### config.mk
export PLATFORM = sky130hd
export DESIGN_NAME = if_fetch_ctrl_flat
export DESIGN_NICKNAME = d
export VERILOG_FILES = /design/src/rtl/if_fetch_ctrl_if.sv /design/src/rtl/if_fetch_ctrl.sv /design/src/flat_wrapper.sv
export SDC_FILE = /design/constraint.sdc
export NUM_CORES = 1
export LEC_CHECK = 0
export ABC_AREA = 1
export ABC_CLOCK_PERIOD_IN_PS = 4400
export BUFFER_PORTS_ARGS = -buffer_cell sky130_fd_sc_hd__buf_2
export CORE_MARGIN = 3
export CORE_UTILIZATION = 54
export CTS_CLUSTER_DIAMETER = 150
export DETAILED_ROUTE_END_ITERATION = 16
export GPL_ROUTABILITY_DRIVEN = 0
export GPL_TIMING_DRIVEN = 0
export PLACE_DENSITY = 0.87
export REMOVE_ABC_BUFFERS = 1
export SETUP_SLACK_MARGIN = 0.2
export SLEW_MARGIN = 20
export SYNTH_ARGS = -nofsm -noshare
export SYNTH_HDL_FRONTEND = slang
export SYNTH_SLANG_ARGS = --single-unit
### constraint.sdc
create_clock -name clk -period 4.4 [get_ports clk]
set_clock_uncertainty 0.15 [all_clocks]
set_input_delay 0.88 -clock clk [delete_from_list [all_inputs] [get_ports clk]]
set_output_delay 0.88 -clock clk [all_outputs]
set_load 0.01 [all_outputs]
### src/rtl/if_fetch_ctrl_if.sv
// Icache request/response bus between the fetch controller (master) and the instruction cache (slave).
// Handshake: a request transfers on any cycle with ic_req & ic_ready; the single outstanding request
// completes on the first later cycle with ic_valid = 1, and ic_rdata is meaningful only on that cycle.
interface if_fetch_ctrl_if;
  logic        ic_req;
  logic [31:0] ic_addr;
  logic        ic_ready;
  logic        ic_valid;
  logic [31:0] ic_rdata;

  modport master (output ic_req, output ic_addr, input ic_ready, input ic_valid, input ic_rdata);
  modport slave  (input ic_req, input ic_addr, output ic_ready, output ic_valid, output ic_rdata);
endinterface

### src/rtl/if_fetch_ctrl.sv
// Instruction-fetch controller: one outstanding icache request, stall buffer, redirect with late-response drop.
// Optional performance counters (perf_fetched, perf_wait) are built when IFETCH_PERF_EN is defined.
module if_fetch_ctrl #(
  parameter logic [31:0] RESET_PC = 32'h0000_0000
) (
  input  logic            clk,
  input  logic            rst,
  input  logic            stallF,
  input  logic            redirect,
  input  logic [31:0]     redirect_pc,
  if_fetch_ctrl_if.master ic,
  output logic [31:0]     instrF,
  output logic [31:0]     PCF,
  output logic [31:0]     PCplus4F,
  output logic            ifid_hold,
  output logic            ifid_bubble,
  output logic [1:0]      o_dbg_state
`ifdef IFETCH_PERF_EN
  ,
  output logic [31:0]     perf_fetched,
  output logic [31:0]     perf_wait
`endif
);

  typedef enum logic [1:0] {
    S_IDLE = 2'd0,
    S_REQ  = 2'd1,
    S_WAIT = 2'd2,
    S_HOLD = 2'd3
  } state_t;

  localparam logic [31:0] RESET_PC_AL = RESET_PC & 32'hFFFF_FFFC;

  state_t      r_state, w_state_nxt, w_state;
  logic [31:0] r_pc, w_pc_nxt, w_pc, w_redir_pc;
  logic        r_drop, w_drop_nxt;
  logic [31:0] r_buf, w_buf_nxt;
  logic        w_fetch_valid, w_consume;

  // Outputs already show the reset state while rst is low, so a response arriving then is ignored.
  assign w_state    = rst ? r_state : S_IDLE;
  assign w_pc       = rst ? r_pc : RESET_PC_AL;
  assign w_redir_pc = redirect_pc & 32'hFFFF_FFFC;

  always_ff @(posedge clk) begin
    if (!rst) begin
      r_state <= S_IDLE;
      r_pc    <= RESET_PC_AL;
      r_drop  <= 1'b0;
      r_buf   <= 32'h0;
    end else begin
      r_state <= w_state_nxt;
      r_pc    <= w_pc_nxt;
      r_drop  <= w_drop_nxt;
      r_buf   <= w_buf_nxt;
    end
  end

  always_comb begin
    w_state_nxt   = r_state;
    w_pc_nxt      = r_pc;
    w_drop_nxt    = r_drop;
    w_buf_nxt     = r_buf;
    w_fetch_valid = 1'b0;
    w_consume     = 1'b0;
    ic.ic_req     = 1'b0;
    case (w_state)
      S_IDLE: w_state_nxt = S_REQ;
      S_REQ: begin
        ic.ic_req = ~redirect;
        if (redirect) begin
          w_pc_nxt = w_redir_pc;
        end else if (ic.ic_ready) begin
          w_state_nxt = S_WAIT;
        end
      end
      S_WAIT: begin
        if (redirect) begin
          // Without a response yet, stay and swallow the stale word when it finally shows up.
          w_pc_nxt = w_redir_pc;
          if (ic.ic_valid) begin
            w_drop_nxt  = 1'b0;
            w_state_nxt = S_REQ;
          end else begin
            w_drop_nxt = 1'b1;
          end
        end else if (ic.ic_valid) begin
          if (r_drop) begin
            w_drop_nxt  = 1'b0;
            w_state_nxt = S_REQ;
          end else begin
            w_fetch_valid = 1'b1;
            if (stallF) begin
              w_buf_nxt   = ic.ic_rdata;
              w_state_nxt = S_HOLD;
            end else begin
              w_consume   = 1'b1;
              w_state_nxt = S_REQ;
            end
          end
        end
      end
      S_HOLD: begin
        if (redirect) begin
          w_pc_nxt    = w_redir_pc;
          w_state_nxt = S_REQ;
        end else begin
          w_fetch_valid = 1'b1;
          if (!stallF) begin
            w_consume   = 1'b1;
            w_state_nxt = S_REQ;
          end
        end
      end
      default: w_state_nxt = S_IDLE;
    endcase
    if (w_consume) begin
      w_pc_nxt = r_pc + 32'd4;
    end
  end

  assign ic.ic_addr  = w_pc;
  assign PCF         = w_pc;
  assign PCplus4F    = w_pc + 32'd4;
  assign instrF      = w_fetch_valid ? ((w_state == S_HOLD) ? r_buf : ic.ic_rdata) : 32'h0;
  assign ifid_hold   = stallF;
  assign ifid_bubble = ~w_fetch_valid & ~stallF;
  assign o_dbg_state = w_state;

`ifdef IFETCH_PERF_EN
  logic [31:0] r_perf_fetched, r_perf_wait;

  always_ff @(posedge clk) begin
    if (!rst) begin
      r_perf_fetched <= 32'h0;
      r_perf_wait    <= 32'h0;
    end else begin
      if (w_consume) r_perf_fetched <= r_perf_fetched + 32'd1;
      if (r_state == S_WAIT) r_perf_wait <= r_perf_wait + 32'd1;
    end
  end

  assign perf_fetched = r_perf_fetched;
  assign perf_wait    = r_perf_wait;
`endif

endmodule
### src/flat_wrapper.sv
// flat-port wrapper written by rule: the top's interface ports become plain ports
module if_fetch_ctrl_flat 
#(
  parameter logic [31:0] RESET_PC = 32'h0000_0000
)
  (clk, rst, stallF, redirect, redirect_pc, instrF, PCF, PCplus4F, ifid_hold, ifid_bubble, o_dbg_state, ic_ic_req, ic_ic_addr, ic_ic_ready, ic_ic_valid, ic_ic_rdata);
  if_fetch_ctrl_if ic_i ();
  input  logic clk;
  input  logic rst;
  input  logic stallF;
  input  logic redirect;
  input  logic [31:0] redirect_pc;
  output logic [31:0] instrF;
  output logic [31:0] PCF;
  output logic [31:0] PCplus4F;
  output logic ifid_hold;
  output logic ifid_bubble;
  output logic [1:0] o_dbg_state;
  output wire logic [$bits(ic_i.ic_req)-1:0] ic_ic_req;
  output wire logic [$bits(ic_i.ic_addr)-1:0] ic_ic_addr;
  input wire logic [$bits(ic_i.ic_ready)-1:0] ic_ic_ready;
  input wire logic [$bits(ic_i.ic_valid)-1:0] ic_ic_valid;
  input wire logic [$bits(ic_i.ic_rdata)-1:0] ic_ic_rdata;
  assign ic_ic_req = ic_i.ic_req;
  assign ic_ic_addr = ic_i.ic_addr;
  assign ic_i.ic_ready = ic_ic_ready;
  assign ic_i.ic_valid = ic_ic_valid;
  assign ic_i.ic_rdata = ic_ic_rdata;
  if_fetch_ctrl #(.RESET_PC(RESET_PC)) u_core (.clk(clk), .rst(rst), .stallF(stallF), .redirect(redirect), .redirect_pc(redirect_pc), .ic(ic_i), .instrF(instrF), .PCF(PCF), .PCplus4F(PCplus4F), .ifid_hold(ifid_hold), .ifid_bubble(ifid_bubble), .o_dbg_state(o_dbg_state));
endmodule
==> results of run 1 <==
timing repair:
action,CTS,global route
setup endpoints to repair,78,49
cloned,0,1
endpoints found under the hold margin,0,0
resized for setup,6,4
pin swaps,0,0
buffers inserted,0,1
metal layers:
| layer | part of all wire [%] | vias to the layer above | routed length, µm | track usage (%) |
|---|---|---|---|---|
| met1 | 39 | 2723 | 6440 | 33.7 |
| met2 | 47 | 322 | 7750 | 48.0 |
| li1 | - | 3159 | - | - |
| met5 | 0.054 | - | 9 | 0 |
| met4 | 4.1 | 2 | 683 | 13.6 |
| met3 | 10 | 64 | 1680 | 8.51 |
synthesized netlist by cell type:
master    instances  area share (%)
ha_1              6             1.4
inv_1           135             9.5
inv_2             3            0.21
o21bai_1          1            0.14
buf_6             2            0.42
clkbuf_2          1           0.093
o21ai_0          43             4.0
buf_1             1           0.070
nor3_1            5            0.47
buf_2             8            0.75
xnor2_1           1            0.16
nor2_1          107             7.5
and2_1            3            0.35
nand3_1          55             5.1
dfxtp_1          65              24
nand2_2           4            0.47
nand2_1         303              21
or2_2             4            0.47
nand4_1          14             1.6
clkbuf_1         19             1.3
o22ai_1           1            0.12
xor2_1           26             4.2
or2_1             1            0.12
nand3b_1         10             1.4
nand3_2           2            0.37
a21oi_1          75             7.0
nor2_4            1            0.21
buf_4            41             5.7
nor3_2            3            0.56
conb_1            1           0.070
nor2_2            5            0.58
cell type report:
| class | instances | area [µm²] |
|---|---|---|
| multi-input combinational | 676 | 3140 |
| fill | 928 | 3120 |
| sequential | 65 | 1300 |
| timing repair buffer | 198 | 1020 |
| inverter | 138 | 522 |
| tap | 129 | 161 |
| clock buffer | 10 | 138 |
| clock inverter | 6 | 48.8 |
| timing repair inverter | 1 | 7.51 |
report_power, final:
part / switching, µW / internal (µW)
Clock: 273 / 226
Combinational: 102 / 67.9
Sequential: 17.8 / 601
Total: 393 / 894
worst min-delay path: cells and delay by family (launching register included):
kind / cells / cell delay, ns
buffers and inverters: 1 / 0.05
flip-flops: 1 / 0.32
AO/OA/AOI/OAI: 1 / 0.05
how the worst max path moves through the flow:
stage | slack [ns] | depth (start not counted) | from | to
6_report | 0.36 | 9 | rst | instrF[15]
5_1_grt | 0.17 | 9 | rst | instrF[15]
4_1_cts | 0.23 | 13 | rst | u_core.r_pc[2]
3_5_place_dp | -1.48 | 9 | rst | instrF[15]
3_3_place_gp | -1.50 | 9 | rst | instrF[11]
2_1_floorplan | 0.52 | 7 | rst | instrF[0]
stage by stage:
step	setup TNS, ns	instance area (µm²)	instances
2_1_floorplan	0	4930	879
3_3_place_gp	-106.88	6060	1202
3_5_place_dp	-78.43	6090	1205
4_1_cts	0	6310	1221
5_1_grt	0	6340	1223
6_report	0	6340	1223
cell families (layout without fill, tap and decap cells):
group	Yosys count	in the layout	share of synthesized area, %
AND/OR/NAND/NOR	517	517	40.5
buffers and inverters	210	353	18.1
flip-flops	65	65	24.3
XOR/XNOR	27	27	4.41
AO/OA/AOI/OAI	120	120	11.3
adder cells (fa/ha/maj)	6	6	1.40
other	1	6	0.0700
cell usage in the layout, fill, tap and decap left out, drive strengths merged:
| cell type | n |
|---|---|
| xor2 | 26 |
| clkinvlp | 5 |
| inv | 140 |
| o22ai | 1 |
| or2 | 5 |
| o21bai | 1 |
| clkbuf | 11 |
| buf | 197 |
| o21ai | 43 |
| conb | 6 |
| nand3b | 10 |
| nand3 | 57 |
| and2 | 3 |
| ha | 6 |
| nor2 | 113 |
| nor3 | 8 |
| dfxtp | 65 |
| nand2 | 307 |
| a21oi | 75 |
| nand4 | 14 |
| xnor2 | 1 |
registers in the layout, indices dropped and copies added (netlist names):
name            count
u_core.r_pc        30
u_core.r_buf       32
u_core.r_state      2
u_core.r_drop       1
==> flow_metrics.tcl, run 1 <==
set metrics [dict create \
    p_leak_uw 0.00335 \
    synthesis.area_um2 5360 \
    critical_path.n_buffers_inverters 3 \
    port_buffers 194 \
    rows 35 \
    post-place-ws_ns -1.48 \
    hold_buffers 0 \
    critPathMostFrequentCell "nand2_1" \
    layout-drive-gt1-share_pct 21.9 \
    fmax_mhz 247 \
    cpLargestDelayFamily "buffers and inverters" \
    numCtsBuffers 9 \
    htree_levels 3 \
    dp_hpwl_mm 12.1 \
    rr_endpoint "u_core.r_pc[2]" \
    reg2regPathDepth 12 \
    dr.pass1.iters 5 \
    finalNetCount 1165 \
    area_delta_synth_final_pct 18.3 \
    crit_chain "clkbuf_8 -> nand2_1 -> inv_2 -> ha_4 -> nand2_1 -> nand2_2 -> nand2_4 -> a21oi_1 -> buf_2" \
    grt_pass1_vias 5722 \
    fp.dieArea_um2 11200 \
    slew_headroom_pct 57.7 \
    vdd_drop_max_uv 159 \
    fin_util_pct 67.0 \
    cts_root_buffer "clkbuf_8" \
    grt_max_degree 69 \
    grt_setup_unrepaired "false" \
    cp_max_fo 68 \
    p_per_area_nw_per_um2 203 \
    ant_nets 0 \
    power_uw 1290 \
    final.period_utilization_pct 91.9 \
    routed_wl_mm 16.6 \
    synth-seq-area-share_pct 24.3 \
    syn_avg_cell_area_um2 5.66 \
    cp.required_ns 3.37 \
    synth.distinct_cells 31 \
    clk-insertion-delay-late_ns 0.37 \
    finalMaxSlewViolations 0 \
    core_area_um2 9460 \
    regToRegSetupSlack_ns 1.26 \
    reg2reg_from "u_core.r_state[0]" \
    antenna_cells 0 \
    die_height_um 106 \
    worst_slew_pin_slew_ns 0.632 \
    cp_slowest_cell "clkbuf_8" \
    hold_end "u_core.r_buf[1]" \
    overflow 0 \
    startpoint_type "input pin" \
    cts.sinks 65 \
    final.min_clock_period_ns 4.04 \
    hold-worst-slack_ns 0.302 \
    criticalPathCategory "in2out" \
    vias_per_cell 5.13 \
    vias 6270 \
    antenna_found_initial 1 \
    end_kind "output port" \
    hold_violations 0 \
    drt_iter0_drc 454 \
    clockBufferDepth 2 \
    die_w_um 106 \
    min_path_type "reg2reg" \
    routedWlPerCell_um 13.5 \
    synthCells 946 \
    grt_pass1_wl_mm 26.3 \
    clk_pin_slew_worst_paths_ns 0.09 \
    cts_tree "built" \
    cap_violations 0 \
    critical-path-max-stage-delay_ns 0.38 \
    synth_warnings 0 \
    whs_path_depth 2 \
    worst_slack_ns 0.358 \
    synth-seq-cells 65 \
    ios 203 \
    setup_viol 0 \
    grt_use_total_pct 28.8 \
    arrival_ns 3.01 \
    start_util_pct 56.7 \
    hp-start "u_core.r_buf[1]" \
    drc 0 \
    status "complete, no violations" \
]
No activity file was read; power rests on OpenSTA's default activity.
==> run 2, diff against run 1 <==
ABC_AREA = default   (was 1)
CORE_UTILIZATION = 53   (was 54)
PLACE_DENSITY = 0.88   (was 0.87)
==> run 2 against run 1 <==
Against the previous run: hold slack gained 0.0042 ns; register-to-register slack lost 0.49 ns; sequential power is essentially flat; critical path type unchanged; critical endpoint is now PCplus4F[30]; count of clock-buffer cells in the layout unchanged; cell count fell by 26%; largest power group unchanged.
==> flow_metrics.tcl, run 2 <==
set metrics [dict create \
    vias_per_cell 5.81 \
    p_clk_share_pct 42.9 \
    grt_use_met1_pct 32.7 \
    synth_top_area_share_pct 27.5 \
    antenna_cells 0 \
    synth_edf_count 0 \
    status "complete, no violations" \
    hold_violations 0 \
    fillCellCount 738 \
    drt_iter0_drc 278 \
    synth_warnings 0 \
    vias 5278 \
    die_w_um 100 \
    cts_tree "built" \
    synth-seq-area-share_pct 27.5 \
    fmax_mhz 246 \
    setup_viol 0 \
    clk-insertion-delay-late_ns 0.34 \
    hold-worst-slack_ns 0.306 \
    grt_setup_unrepaired "false" \
    grt_pass1_vias 4798 \
    finalMaxSlewViolations 0 \
    crit_chain "buf_8 -> and2_1 -> ha_1 -> nand3_2 -> or4_4 -> and4b_1 -> nand3_1 -> xnor2_1 -> buf_2" \
    antenna_found_initial 0 \
    slew_headroom_pct 16.7 \
    fp.dieArea_um2 10100 \
    critical-path-max-stage-delay_ns 0.61 \
    die_height_um 100 \
    dp_hpwl_mm 10.3 \
    use_met2_pct 48.1 \
    p_seq_share_pct 45.7 \
    final.min_clock_period_ns 4.06 \
    start_util_pct 56.1 \
    numCtsBuffers 9 \
    grt.busiest_layer "met2" \
    final.period_utilization_pct 92.4 \
    end_kind "output port" \
    top_regs "u_core.r_buf x32, u_core.r_pc x30, u_core.r_state x2" \
    synth_async_sr_flop_share_pct 0 \
    yosys-top-cells-area "dfxtp_1 (28%), nand2_1 (9.0%), a21oi_1 (7.7%), mux2i_1 (6.8%), buf_4 (5.9%)" \
    cap_violations 0 \
    syn_avg_cell_area_um2 7.04 \
    comb_power_share_pct 11.4 \
    p_leak_uw 0.00258 \
    routedWlPerCell_um 15.7 \
    p_per_area_nw_per_um2 237 \
    swShare_pct 26.0 \
    startpoint_type "input pin" \
    ys_top_cells_by_count "nand2_1 (113), a21oi_1 (73), dfxtp_1 (65), nor2_1 (58), buf_4 (37)" \
    min_path_type "reg2reg" \
    drc 0 \
    grt_pass1_wl_mm 22.5 \
    grt_util_met3_pct 4.52 \
    overflow 0 \
    htree_levels 3 \
    synthFlopType "dfxtp_1" \
    grt_use_total_pct 27.0 \
    criticalPathCategory "in2out" \
    ios 203 \
    multi_input_area_um2 2880 \
    finalNetCount 875 \
    area_delta_synth_final_pct 21.0 \
    synth_most_common_cell "nand2_1" \
    clockBufferDepth 2 \
    grt_max_degree 39 \
    synth.distinct_cells 59 \
    worst_slew_pin_slew_ns 1.24 \
    regArea_um2 1300 \
    synthesis.area_um2 4720 \
    arrival_ns 3.03 \
    intPower_uw 1000 \
    power_uw 1350 \
    layout-drive-gt1-share_pct 28.6 \
    port_buffers 194 \
    yosys.area.top_type "dfxtp_1" \
    core_area_um2 8420 \
    cp_slowest_cell "or4_4" \
    routed_wl_mm 14.3 \
    dr.pass1.iters 6 \
    final_cell_mix "buf_2 (193), nand2_1 (113), a21oi_1 (73)" \
    rows 33 \
    clk_pin_slew_worst_paths_ns 0.08 \
    synthCells 671 \
    top_register "u_core.r_buf" \
    final_common_cell "buf_2" \
    hold_buffers 0 \
    cp_max_fo 38 \
    cts_setup_buffers 0 \
    power_switching_uw 352 \
    synth-seq-cells 65 \
    cts.sinks 65 \
    vdd_drop_max_uv 135 \
    cts_root_buffer "clkbuf_8" \
    cp.required_ns 3.37 \
    ant_nets 0 \
    largest_reg_flops 32 \
]
-- run 2: area by class of cell --
type / count / share of cell area [%]
inverter: 22 / 1.47
sequential: 65 / 22.8
tap: 105 / 2.30
timing repair buffer: 201 / 19.0
clock inverter: 6 / 1.60
clock buffer: 10 / 2.41
multi-input combinational: 500 / 50.4
-- run 2: metrics by stage --
step | cell area, µm² | setup TNS [ns] | std cells | util, % | setup slack [ns]
after global placement | 5350 | -144.93 | 886 | 63.5 | -3.25
after floorplan | 4240 | -36.17 | 587 | - | -1.22
after CTS | 5710 | 0 | 909 | 67.8 | 0.270
after detailed placement | 5470 | -5.59 | 893 | 65.0 | -0.338
final | 5710 | 0 | 909 | 67.8 | 0.336
after global routing | 5710 | 0 | 909 | 67.8 | 0.200
-- run 2: critical path, delay by kind of cell --
family,cells,cell delay [ns]
AND/OR/NAND/NOR,5,1.40
XOR/XNOR,1,0.14
buffers and inverters,2,0.37
adder cells (fa/ha/maj),1,0.23
-- run 2: kinds of logic after synthesis --
family | count (synthesis) | synth area share (%)
compound gates | 146 | 17.9
simple gates | 287 | 29.6
xor+xnor | 23 | 4.26
fa+ha+maj | 6 | 1.59
buf+inv | 111 | 12.3
flops | 65 | 27.5
mux | 32 | 6.78
other cells | 1 | 0.0794
-- run 2: power by group through the flow --
stage	combinational [µW]	sequential, µW	clock, µW
floorplan	74.4	626	0
global placement	144	630	0
detailed placement	151	631	0
CTS	153	618	589
global route	170	620	614
finish	154	619	581
-- run 2: path summary, 6_finish.rpt --
path                     startpoint          endpoint  slack [ns]  depth (start not counted)
setup / recovery                rst      PCplus4F[30]        0.34                          9
hold / removal     u_core.r_buf[11]  u_core.r_buf[11]        0.31                          2
setup reg to reg  u_core.r_state[1]   u_core.r_pc[12]        0.77                          8
hold reg to reg    u_core.r_buf[11]  u_core.r_buf[11]        0.31                          2
-- run 2: timing repair --
| action | in CTS | in global routing |
|---|---|---|
| resized for setup | 2 | 1 |
| hold endpoints to repair | 0 | 0 |
| setup endpoints to repair | 38 | 11 |
| pin swaps | 0 | 1 |
-- run 2: metal layers --
layer	share of wire, %	up-vias
met2	50	304
met3	9.6	27
met4	1.7	0
li1	-	2524
met1	38	2423
met5	0	-
